$ cat config.mk
export PLATFORM = sky130hd
export DESIGN_NAME = tm1638_frame_driver_flat
export DESIGN_NICKNAME = d
export VERILOG_FILES = /design/src/rtl/tm1638_frame_driver_if.sv /design/src/rtl/tm1638_frame_driver.sv /design/src/flat_wrapper.sv
export SDC_FILE = /design/constraint.sdc
export NUM_CORES = 1
export LEC_CHECK = 0
export ABC_CLOCK_PERIOD_IN_PS = 3150
export CAP_MARGIN = 40
export CORE_ASPECT_RATIO = 1.5
export CORE_MARGIN = 2
export CORE_UTILIZATION = 52
export CTS_CLUSTER_SIZE = 14
export DETAILED_ROUTE_END_ITERATION = 12
export GPL_ROUTABILITY_DRIVEN = 0
export PLACE_DENSITY = 0.81
export SYNTH_ARGS = -nofsm -noshare
export SYNTH_HDL_FRONTEND = slang
export SYNTH_SLANG_ARGS = --single-unit
export TNS_END_PERCENT = 5
$ cat constraint.sdc
create_clock -name clk_50M -period 3.15 [get_ports clk_50M]
set_input_delay 0.63 -clock clk_50M [delete_from_list [all_inputs] [get_ports clk_50M]]
set_output_delay 0.63 -clock clk_50M [all_outputs]
set_load 0.05 [all_outputs]
$ cat src/rtl/tm1638_frame_driver_if.sv
// Panel-side bundle for tm1638_frame_driver: frame request/status plus TM1638 pins.
// With TM1638_KEYSCAN_EN defined, the bundle also carries keys, dio_in and dio_oe.
interface tm1638_frame_driver_if #(
  parameter int unsigned NUM_DIGITS = 6
);
  logic                    update;
  logic [4*NUM_DIGITS-1:0] digits;
  logic [NUM_DIGITS-1:0]   dp;
  logic [7:0]              leds;
  logic [2:0]              brightness;
  logic                    display_on;
  logic                    busy;
  logic                    done;
  logic                    stb;
  logic                    sclk;
  logic                    dio;
`ifdef TM1638_KEYSCAN_EN
  logic [31:0]             keys;
  logic                    dio_in;
  logic                    dio_oe;

  modport master (
    output update, digits, dp, leds, brightness, display_on, dio_in,
    input  busy, done, stb, sclk, dio, keys, dio_oe
  );
  modport slave (
    input  update, digits, dp, leds, brightness, display_on, dio_in,
    output busy, done, stb, sclk, dio, keys, dio_oe
  );
`else
  modport master (
    output update, digits, dp, leds, brightness, display_on,
    input  busy, done, stb, sclk, dio
  );
  modport slave (
    input  update, digits, dp, leds, brightness, display_on,
    output busy, done, stb, sclk, dio
  );
`endif
endinterface

$ cat src/rtl/tm1638_frame_driver.sv
// Snapshots digits/dp/leds/brightness on update and emits one TM1638 frame on stb/sclk/dio.
// Optional key read-back (command 0x42, 4 bytes) is enabled by defining TM1638_KEYSCAN_EN.
module tm1638_frame_driver #(
  parameter int unsigned CLK_DIV    = 25,
  parameter int unsigned NUM_DIGITS = 6,
  parameter int unsigned STB_GAP    = 50
) (
  input  logic                  clk_50M,
  input  logic                  RST,
  tm1638_frame_driver_if.slave  bus
);
  localparam int unsigned CNT_W = 16;
  localparam logic [CNT_W-1:0] HALF_LAST  = CNT_W'(CLK_DIV - 1);
  localparam logic [CNT_W-1:0] GAP_LAST   = CNT_W'(STB_GAP - 1);
`ifdef TM1638_KEYSCAN_EN
  localparam logic [CNT_W-1:0] KWAIT_LAST = CNT_W'(2 * CLK_DIV - 1);
  localparam logic [1:0]       LAST_CMD   = 2'd3;
`else
  localparam logic [1:0]       LAST_CMD   = 2'd2;
`endif

  typedef enum logic [2:0] {
    S_IDLE, S_LOAD, S_STB_LOW, S_SHIFT, S_STB_HIGH, S_DONE, S_KEY_WAIT, S_READ
  } state_t;

  state_t           state_q, state_d;
  logic [CNT_W-1:0] cnt_q, cnt_d;
  logic [1:0]       cmd_q, cmd_d;
  logic [4:0]       byte_q, byte_d;
  logic [2:0]       bit_q, bit_d;
  logic             phase_q, phase_d;
  logic             stb_q, stb_d, sclk_q, sclk_d, dio_q, dio_d;
  logic             busy_q, busy_d, done_q, done_d;
  logic [31:0]      dig_q, dig_d;
  logic [7:0]       dp_q, dp_d, leds_q, leds_d;
  logic [2:0]       br_q, br_d;
  logic             on_q, on_d;
  logic [7:0]       cur_byte, nxt_byte;
  logic             half_end, last_byte;
`ifdef TM1638_KEYSCAN_EN
  logic             dio_oe_q, dio_oe_d;
  logic [31:0]      keys_q, keys_d, ksh_q, ksh_d;
`endif

  function automatic logic [6:0] seg7(input logic [3:0] d);
    logic [6:0] s;
    case (d)
      4'h0: s = 7'h3F; 4'h1: s = 7'h06; 4'h2: s = 7'h5B; 4'h3: s = 7'h4F;
      4'h4: s = 7'h66; 4'h5: s = 7'h6D; 4'h6: s = 7'h7D; 4'h7: s = 7'h07;
      4'h8: s = 7'h7F; 4'h9: s = 7'h6F; 4'hA: s = 7'h77; 4'hB: s = 7'h7C;
      4'hC: s = 7'h39; 4'hD: s = 7'h5E; 4'hE: s = 7'h79; default: s = 7'h71;
    endcase
    return s;
  endfunction

  // Byte idx of command cmd; in C2, idx 0 is the 0xC0 address command, idx n>0 is address n-1.
  function automatic logic [7:0] byte_at(input logic [1:0] cmd, input logic [4:0] idx);
    logic [3:0] addr;
    logic [2:0] di;
    logic [7:0] b;
    addr = 4'(idx - 5'd1);
    di   = addr[3:1];
    b    = 8'h00;
    case (cmd)
      2'd0: b = 8'h40;
      2'd1: begin
        if (idx == 5'd0)                b = 8'hC0;
        else if (addr[0])               b = {7'd0, leds_q[di]};
        else if (32'(di) < NUM_DIGITS)  b = {dp_q[di], seg7(dig_q[{di, 2'b00} +: 4])};
      end
      2'd2:    b = on_q ? {5'b10001, br_q} : 8'h80;
      default: b = 8'h42;
    endcase
    return b;
  endfunction

  always_comb begin
    cur_byte  = byte_at(cmd_q, byte_q);
    nxt_byte  = byte_at(cmd_q, byte_q + 5'd1);
    half_end  = (cnt_q == HALF_LAST);
    last_byte = (cmd_q == 2'd1) ? (byte_q == 5'd16) : 1'b1;
  end

  always_ff @(posedge clk_50M or negedge RST) begin
    if (!RST) begin
      state_q <= S_IDLE;
      cnt_q   <= '0;
      cmd_q   <= '0;
      byte_q  <= '0;
      bit_q   <= '0;
      phase_q <= 1'b0;
      stb_q   <= 1'b1;
      sclk_q  <= 1'b1;
      dio_q   <= 1'b1;
      busy_q  <= 1'b0;
      done_q  <= 1'b0;
      dig_q   <= '0;
      dp_q    <= '0;
      leds_q  <= '0;
      br_q    <= '0;
      on_q    <= 1'b0;
`ifdef TM1638_KEYSCAN_EN
      dio_oe_q <= 1'b1;
      keys_q   <= '0;
      ksh_q    <= '0;
`endif
    end else begin
      state_q <= state_d;
      cnt_q   <= cnt_d;
      cmd_q   <= cmd_d;
      byte_q  <= byte_d;
      bit_q   <= bit_d;
      phase_q <= phase_d;
      stb_q   <= stb_d;
      sclk_q  <= sclk_d;
      dio_q   <= dio_d;
      busy_q  <= busy_d;
      done_q  <= done_d;
      dig_q   <= dig_d;
      dp_q    <= dp_d;
      leds_q  <= leds_d;
      br_q    <= br_d;
      on_q    <= on_d;
`ifdef TM1638_KEYSCAN_EN
      dio_oe_q <= dio_oe_d;
      keys_q   <= keys_d;
      ksh_q    <= ksh_d;
`endif
    end
  end

  // Next state; pin outputs are computed with the transition so they register alongside it.
  always_comb begin
    state_d = state_q;
    cnt_d   = cnt_q + CNT_W'(1);
    cmd_d   = cmd_q;
    byte_d  = byte_q;
    bit_d   = bit_q;
    phase_d = phase_q;
    stb_d   = stb_q;
    sclk_d  = sclk_q;
    dio_d   = dio_q;
    busy_d  = busy_q;
    done_d  = 1'b0;
    dig_d   = dig_q;
    dp_d    = dp_q;
    leds_d  = leds_q;
    br_d    = br_q;
    on_d    = on_q;
`ifdef TM1638_KEYSCAN_EN
    dio_oe_d = dio_oe_q;
    keys_d   = keys_q;
    ksh_d    = ksh_q;
`endif
    case (state_q)
      S_IDLE, S_DONE: begin
        cnt_d = '0;
        if (state_q == S_DONE) state_d = S_IDLE;
        if (bus.update) begin
          state_d = S_LOAD;
          busy_d  = 1'b1;
          dig_d   = 32'(bus.digits);
          dp_d    = 8'(bus.dp);
          leds_d  = bus.leds;
          br_d    = bus.brightness;
          on_d    = bus.display_on;
        end
      end
      S_LOAD: begin
        state_d = S_STB_LOW;
        cnt_d   = '0;
        cmd_d   = '0;
        byte_d  = '0;
        bit_d   = '0;
        stb_d   = 1'b0;
      end
      S_STB_LOW: if (half_end) begin
        state_d = S_SHIFT;
        cnt_d   = '0;
        phase_d = 1'b0;
        sclk_d  = 1'b0;
        dio_d   = cur_byte[0];
      end
      S_SHIFT: if (half_end) begin
        cnt_d = '0;
        if (!phase_q) begin
          sclk_d  = 1'b1;
          phase_d = 1'b1;
        end else if (bit_q != 3'd7) begin
          bit_d   = bit_q + 3'd1;
          sclk_d  = 1'b0;
          phase_d = 1'b0;
          dio_d   = cur_byte[bit_q + 3'd1];
        end else if (!last_byte) begin
          byte_d  = byte_q + 5'd1;
          bit_d   = '0;
          sclk_d  = 1'b0;
          phase_d = 1'b0;
          dio_d   = nxt_byte[0];
`ifdef TM1638_KEYSCAN_EN
        end else if (cmd_q == 2'd3) begin
          state_d  = S_KEY_WAIT;
          dio_oe_d = 1'b0;
`endif
        end else begin
          state_d = S_STB_HIGH;
          stb_d   = 1'b1;
        end
      end
      S_STB_HIGH: if (cnt_q == GAP_LAST) begin
        cnt_d = '0;
        if (cmd_q == LAST_CMD) begin
          state_d = S_DONE;
          done_d  = 1'b1;
          busy_d  = 1'b0;
`ifdef TM1638_KEYSCAN_EN
          keys_d  = ksh_q;
`endif
        end else begin
          state_d = S_STB_LOW;
          stb_d   = 1'b0;
          cmd_d   = cmd_q + 2'd1;
          byte_d  = '0;
          bit_d   = '0;
        end
      end
`ifdef TM1638_KEYSCAN_EN
      S_KEY_WAIT: if (cnt_q == KWAIT_LAST) begin
        state_d = S_READ;
        cnt_d   = '0;
        byte_d  = '0;
        bit_d   = '0;
        phase_d = 1'b0;
        sclk_d  = 1'b0;
      end
      S_READ: if (half_end) begin
        cnt_d = '0;
        if (!phase_q) begin
          sclk_d  = 1'b1;
          phase_d = 1'b1;
          ksh_d[{byte_q[1:0], bit_q}] = bus.dio_in;
        end else if (bit_q == 3'd7 && byte_q[1:0] == 2'd3) begin
          state_d  = S_STB_HIGH;
          stb_d    = 1'b1;
          dio_oe_d = 1'b1;
        end else begin
          if (bit_q == 3'd7) byte_d = byte_q + 5'd1;
          bit_d   = bit_q + 3'd1;
          sclk_d  = 1'b0;
          phase_d = 1'b0;
        end
      end
`endif
      default: state_d = S_IDLE;
    endcase
  end

  assign bus.busy = busy_q;
  assign bus.done = done_q;
  assign bus.stb  = stb_q;
  assign bus.sclk = sclk_q;
`ifdef TM1638_KEYSCAN_EN
  assign bus.dio    = dio_oe_q ? dio_q : 1'bz;
  assign bus.dio_oe = dio_oe_q;
  assign bus.keys   = keys_q;
`else
  assign bus.dio    = dio_q;
`endif
endmodule
$ cat src/flat_wrapper.sv
// flat-port wrapper written by rule: the top's interface ports become plain ports
module tm1638_frame_driver_flat 
#(
  parameter int unsigned CLK_DIV    = 25,
  parameter int unsigned NUM_DIGITS = 6,
  parameter int unsigned STB_GAP    = 50
)
  (clk_50M, RST, bus_update, bus_digits, bus_dp, bus_leds, bus_brightness, bus_display_on, bus_busy, bus_done, bus_stb, bus_sclk, bus_dio);
  tm1638_frame_driver_if #(.NUM_DIGITS(NUM_DIGITS)) bus_i ();
  input  logic clk_50M;
  input  logic RST;
  input wire logic [$bits(bus_i.update)-1:0] bus_update;
  input wire logic [$bits(bus_i.digits)-1:0] bus_digits;
  input wire logic [$bits(bus_i.dp)-1:0] bus_dp;
  input wire logic [$bits(bus_i.leds)-1:0] bus_leds;
  input wire logic [$bits(bus_i.brightness)-1:0] bus_brightness;
  input wire logic [$bits(bus_i.display_on)-1:0] bus_display_on;
  output wire logic [$bits(bus_i.busy)-1:0] bus_busy;
  output wire logic [$bits(bus_i.done)-1:0] bus_done;
  output wire logic [$bits(bus_i.stb)-1:0] bus_stb;
  output wire logic [$bits(bus_i.sclk)-1:0] bus_sclk;
  output wire logic [$bits(bus_i.dio)-1:0] bus_dio;
  assign bus_i.update = bus_update;
  assign bus_i.digits = bus_digits;
  assign bus_i.dp = bus_dp;
  assign bus_i.leds = bus_leds;
  assign bus_i.brightness = bus_brightness;
  assign bus_i.display_on = bus_display_on;
  assign bus_busy = bus_i.busy;
  assign bus_done = bus_i.done;
  assign bus_stb = bus_i.stb;
  assign bus_sclk = bus_i.sclk;
  assign bus_dio = bus_i.dio;
  tm1638_frame_driver #(.CLK_DIV(CLK_DIV), .NUM_DIGITS(NUM_DIGITS), .STB_GAP(STB_GAP)) u_core (.clk_50M(clk_50M), .RST(RST), .bus(bus_i));
endmodule
==> run_results.csv <==
group,metric,value,unit
floorplanning,initial_core_util,53.6,%
global_routing,grt_start_max_net_pins,51,
timing,finalWorstPathRequiredPeriod,3.02,ns
timing,timing.slew.headroom,52.4,%
route,detailedRoute.firstIterationViolations,252,
power,leakage_power_figure,2.57,nW
global_routing,number_of_antenna_violations_at_the_first_check_in_global_routing,0,
route,detail_route.drc_violations,0,
floorplanning,placeable_core_region,0.00931,sq mm
floorplanning,design.die.area,0.0104,sq mm
synthesis,synth_top_cell_area_share,37.1,%
timing,report.final.hold_viol_count,0,
synthesis,postSynthCellCount,473,
synthesis,synth_async_sr_flop_share,100,%
route,post_drt_via_cell_ratio,6.17,
clock_network,clkLatencyLatePin,0.34,ns
timing,timing_max_transition_violations_final,0,
min_path,hold_path.class,"in -> async",
route,detail_route.wl_per_cell,17.4,um
clock_network,cts_buffer_depth,2,
synthesis,share_of_the_yosys_chip_area_belonging_to_registers,38.7,%
route,vias_after_detailed_routing,4009,
clock_network,cts.sinks,77,
finish,final_layout_size_suffix_gt1_share,23.0,%
clock_network,ctsRootBufferMaster,"clkbuf_16",
setup_path,startpoint,"u_core.byte_q[1]",
place,numPortBuffers,49,
power,power.density_cell_area,661,mW/mm^2
setup_path,worst_ep_arrival_time,3.29,ns
synthesis,synth_edf_count,0,
setup_path,cp-start-kind,"register",
finish,sequential_cell_area,0.00193,sq mm
timing,fin_tns_setup,0,ns
synthesis,syn_area_per_cell,10.6,sq um
route,dr.pass1.iters,5,
floorplanning,io_pins,50,
finish,syn2layout_area_growth,21.0,%
synthesis,synth_fp_nets,536,
clock_network,cts_tree,"yes",
floorplanning,floorplan.die.height,124,um
timing,unrepaired_setup_endpoints_after_global_routing,"false",
synthesis,netlist_top_cells_area,"dfrtp_1, mux2_2, mux2i_1",
synthesis,netlist-cell-type-count,82,
setup_path,worst_ep_required_time,3.42,ns
finish,nFillCells,705,
global_routing,grt_pass1_wl,18.7,mm
route,antenna_left,0,
setup_path,setup.reg_to_reg.worst_slack,0.13,ns
setup_path,crit_path_max_fanout,7,
clock_network,worst_setup_hold_path_clk_slew,0.06,ns
timing,finalCritPeriodShare,95.8,%
floorplanning,die_width,84,um
global_routing,grt.total_usage,22.5,%
finish,antenna-diode-count,0,
floorplanning,placementRows,43,
timing,worst_slew_pin_slew,0.708,ns
timing,max_freq,331,MHz
run_status,status,"completed",
setup_path,worst_r2r_startpoint,"u_core.byte_q[1]",
synthesis,yosys_most_used_dff,"dfrtp_1",
setup_path,worst_r2r_endpoint,"u_core.bus.dio",
global_routing,overflow,0,
job,drv.max_cap_violation_count,0,
setup_path,worst-r2r-cell-count,13,
timing,final_setup_viols,0,
finish,multiInputGateArea,0.00291,sq mm
place,placement.cell_area,0.00568,sq mm
global_routing,grt_pass1_vias,4006,
clock_network,numCtsBuffers,9,
setup_path,worst_setup_path_end_kind,"register",
setup_path,critical_path_class,"reg -> reg",
route,drt_wl_total,11.3,mm
synthesis,synthDominantAreaCellType,"dfrtp_1",
synthesis,yosysWarnings,0,
timing,clock-skew-final,0.00606,ns
finish,final_net_count,596,
synthesis,mappedNetlistArea,0.00499,sq mm
synthesis,yosys_register_bits,77,
place,place_hpwl,8.44,mm
power,max-vdd-ir-drop,0.417,mV
finish,finalCoreUtilization,64.9,%
finish,post-route-cell-area,0.00604,sq mm
clock_network,cts_max_level,3,
-- synthesized netlist by cell type (all sizes together), types with 7 or more instances --
master,instances
clkbuf,12
nand3,13
dfrtp,74
inv,22
nand2,27
a21oi,19
mux2,47
nor3,10
mux4,7
nor2,39
ha,18
xnor2,9
o21ai,22
buf,9
mux2i,28
xor2,14
-- final cells by class --
| type | count | share of cell area, % |
|---|---|---|
| timing repair buffer | 71 | 11.1 |
| inverter | 22 | 1.37 |
| sequential | 77 | 32.0 |
| tap | 112 | 2.32 |
| clock inverter | 6 | 1.18 |
| clock buffer | 10 | 3.79 |
| multi-input combinational | 352 | 48.2 |
-- power by group --
group / switching (mW) / internal (mW) / leakage (nW) / total, mW
Combinational: 0.590 / 0.705 / 1.46 / 1.29
Sequential: 0.336 / 1.32 / 0.962 / 1.66
Clock: 0.422 / 0.620 / 0.140 / 1.04
Total: 1.35 / 2.65 / 2.57 / 3.99
-- state kept, by name (all words and copies together) (netlist names), 3 cells and up --
register	cells
u_core.cnt_q	16
u_core.br_q	3
u_core.state_q	3
u_core.leds_q	8
u_core.dp_q	6
u_core.byte_q	5
u_core.bit_q	3
u_core.dig_q	24
-- layer usage --
| layer | up-vias | track usage [%] | wire [um] |
|---|---|---|---|
| met5 | - | 0 | 0 |
| li1 | 1857 | - | - |
| met1 | 1952 | 25.8 | 4480 |
| met2 | 151 | 40.0 | 5840 |
| met3 | 49 | 5.77 | 626 |
| met4 | 0 | 9.88 | 379 |
-- critical path, cell delays in order, from the launching register on --
cell and delay (ns):
dfrtp_1 0.37, inv_1 0.13, ha_4 0.25, inv_2 0.07, mux4_2 0.54, mux2i_4 0.21, buf_4 0.15, ha_4 0.14
nor2_1 0.05, a32o_1 0.21, o31a_1 0.25, nor3b_1 0.20, o221ai_1 0.15, a31o_1 0.20
-- cell usage in the layout (no fill, tap or decap), types with 3 or more instances in the layout --
cell,synthesis,final
or4b_2,3,3
ha_1,18,16
buf_4,2,22
a21o_1,3,3
a31oi_1,6,6
mux4_2,6,6
clkdlybuf4s50_1,0,48
o22ai_1,4,4
dfstp_2,3,3
a21oi_1,18,18
nor4b_1,4,4
nor2_1,39,38
nand2_1,26,26
mux2_2,47,47
xor2_1,13,12
clkbuf_16,0,9
nand4_1,4,4
nand2b_1,5,5
inv_1,21,20
o21ai_0,20,20
mux2i_1,27,26
and3_1,5,5
o21bai_1,3,3
nor3_1,8,8
nor2b_1,3,3
dfrtp_1,74,74
nand3_1,13,13
nor3b_1,3,3
xnor2_1,8,8
o31ai_1,3,3
a211oi_1,6,6
-- cells by family (layout without fill, tap and decap cells) --
family / after synthesis / count (layout) / synth area share, %
AO/OA/AOI/OAI: 88 / 88 / 11.9
XOR/XNOR: 24 / 24 / 4.86
adder cells (fa/ha/maj): 18 / 18 / 4.51
buffers and inverters: 44 / 109 / 4.61
flip-flops: 77 / 77 / 38.7
multiplexers: 82 / 82 / 19.5
AND/OR/NAND/NOR: 140 / 140 / 16.0
-- metrics by stage --
stage	worst slack (ns)	hold slack (ns)	std cells	power (mW)
5_1_grt	0.00132	0.219	650	4.22
3_3_place_gp	0.140	0.466	631	2.88
3_5_place_dp	0.0265	0.477	632	2.95
2_1_floorplan	0.0372	0.334	473	2.56
6_report	0.132	0.203	650	3.99
4_1_cts	0.0160	0.213	648	4.01
-- timing repair --
action / in CTS / in global routing
hold buffers: 0 / 0
resized for setup: 0 / 7
setup buffers: 0 / 2
setup endpoints to repair: 0 / 1
-- worst max path at each step --
stage | slack (ns) | to | cells after the start
6_report | 0.13 | u_core.bus.dio | 13
5_1_grt | 0.001 | u_core.bus.dio | 13
4_1_cts | 0.02 | u_core.bus.dio | 12
3_5_place_dp | 0.03 | u_core.bus.dio | 12
3_3_place_gp | 0.14 | u_core.bus.dio | 12
2_1_floorplan | 0.04 | u_core.bus.dio | 14
(Power assumes the default switching activity.)
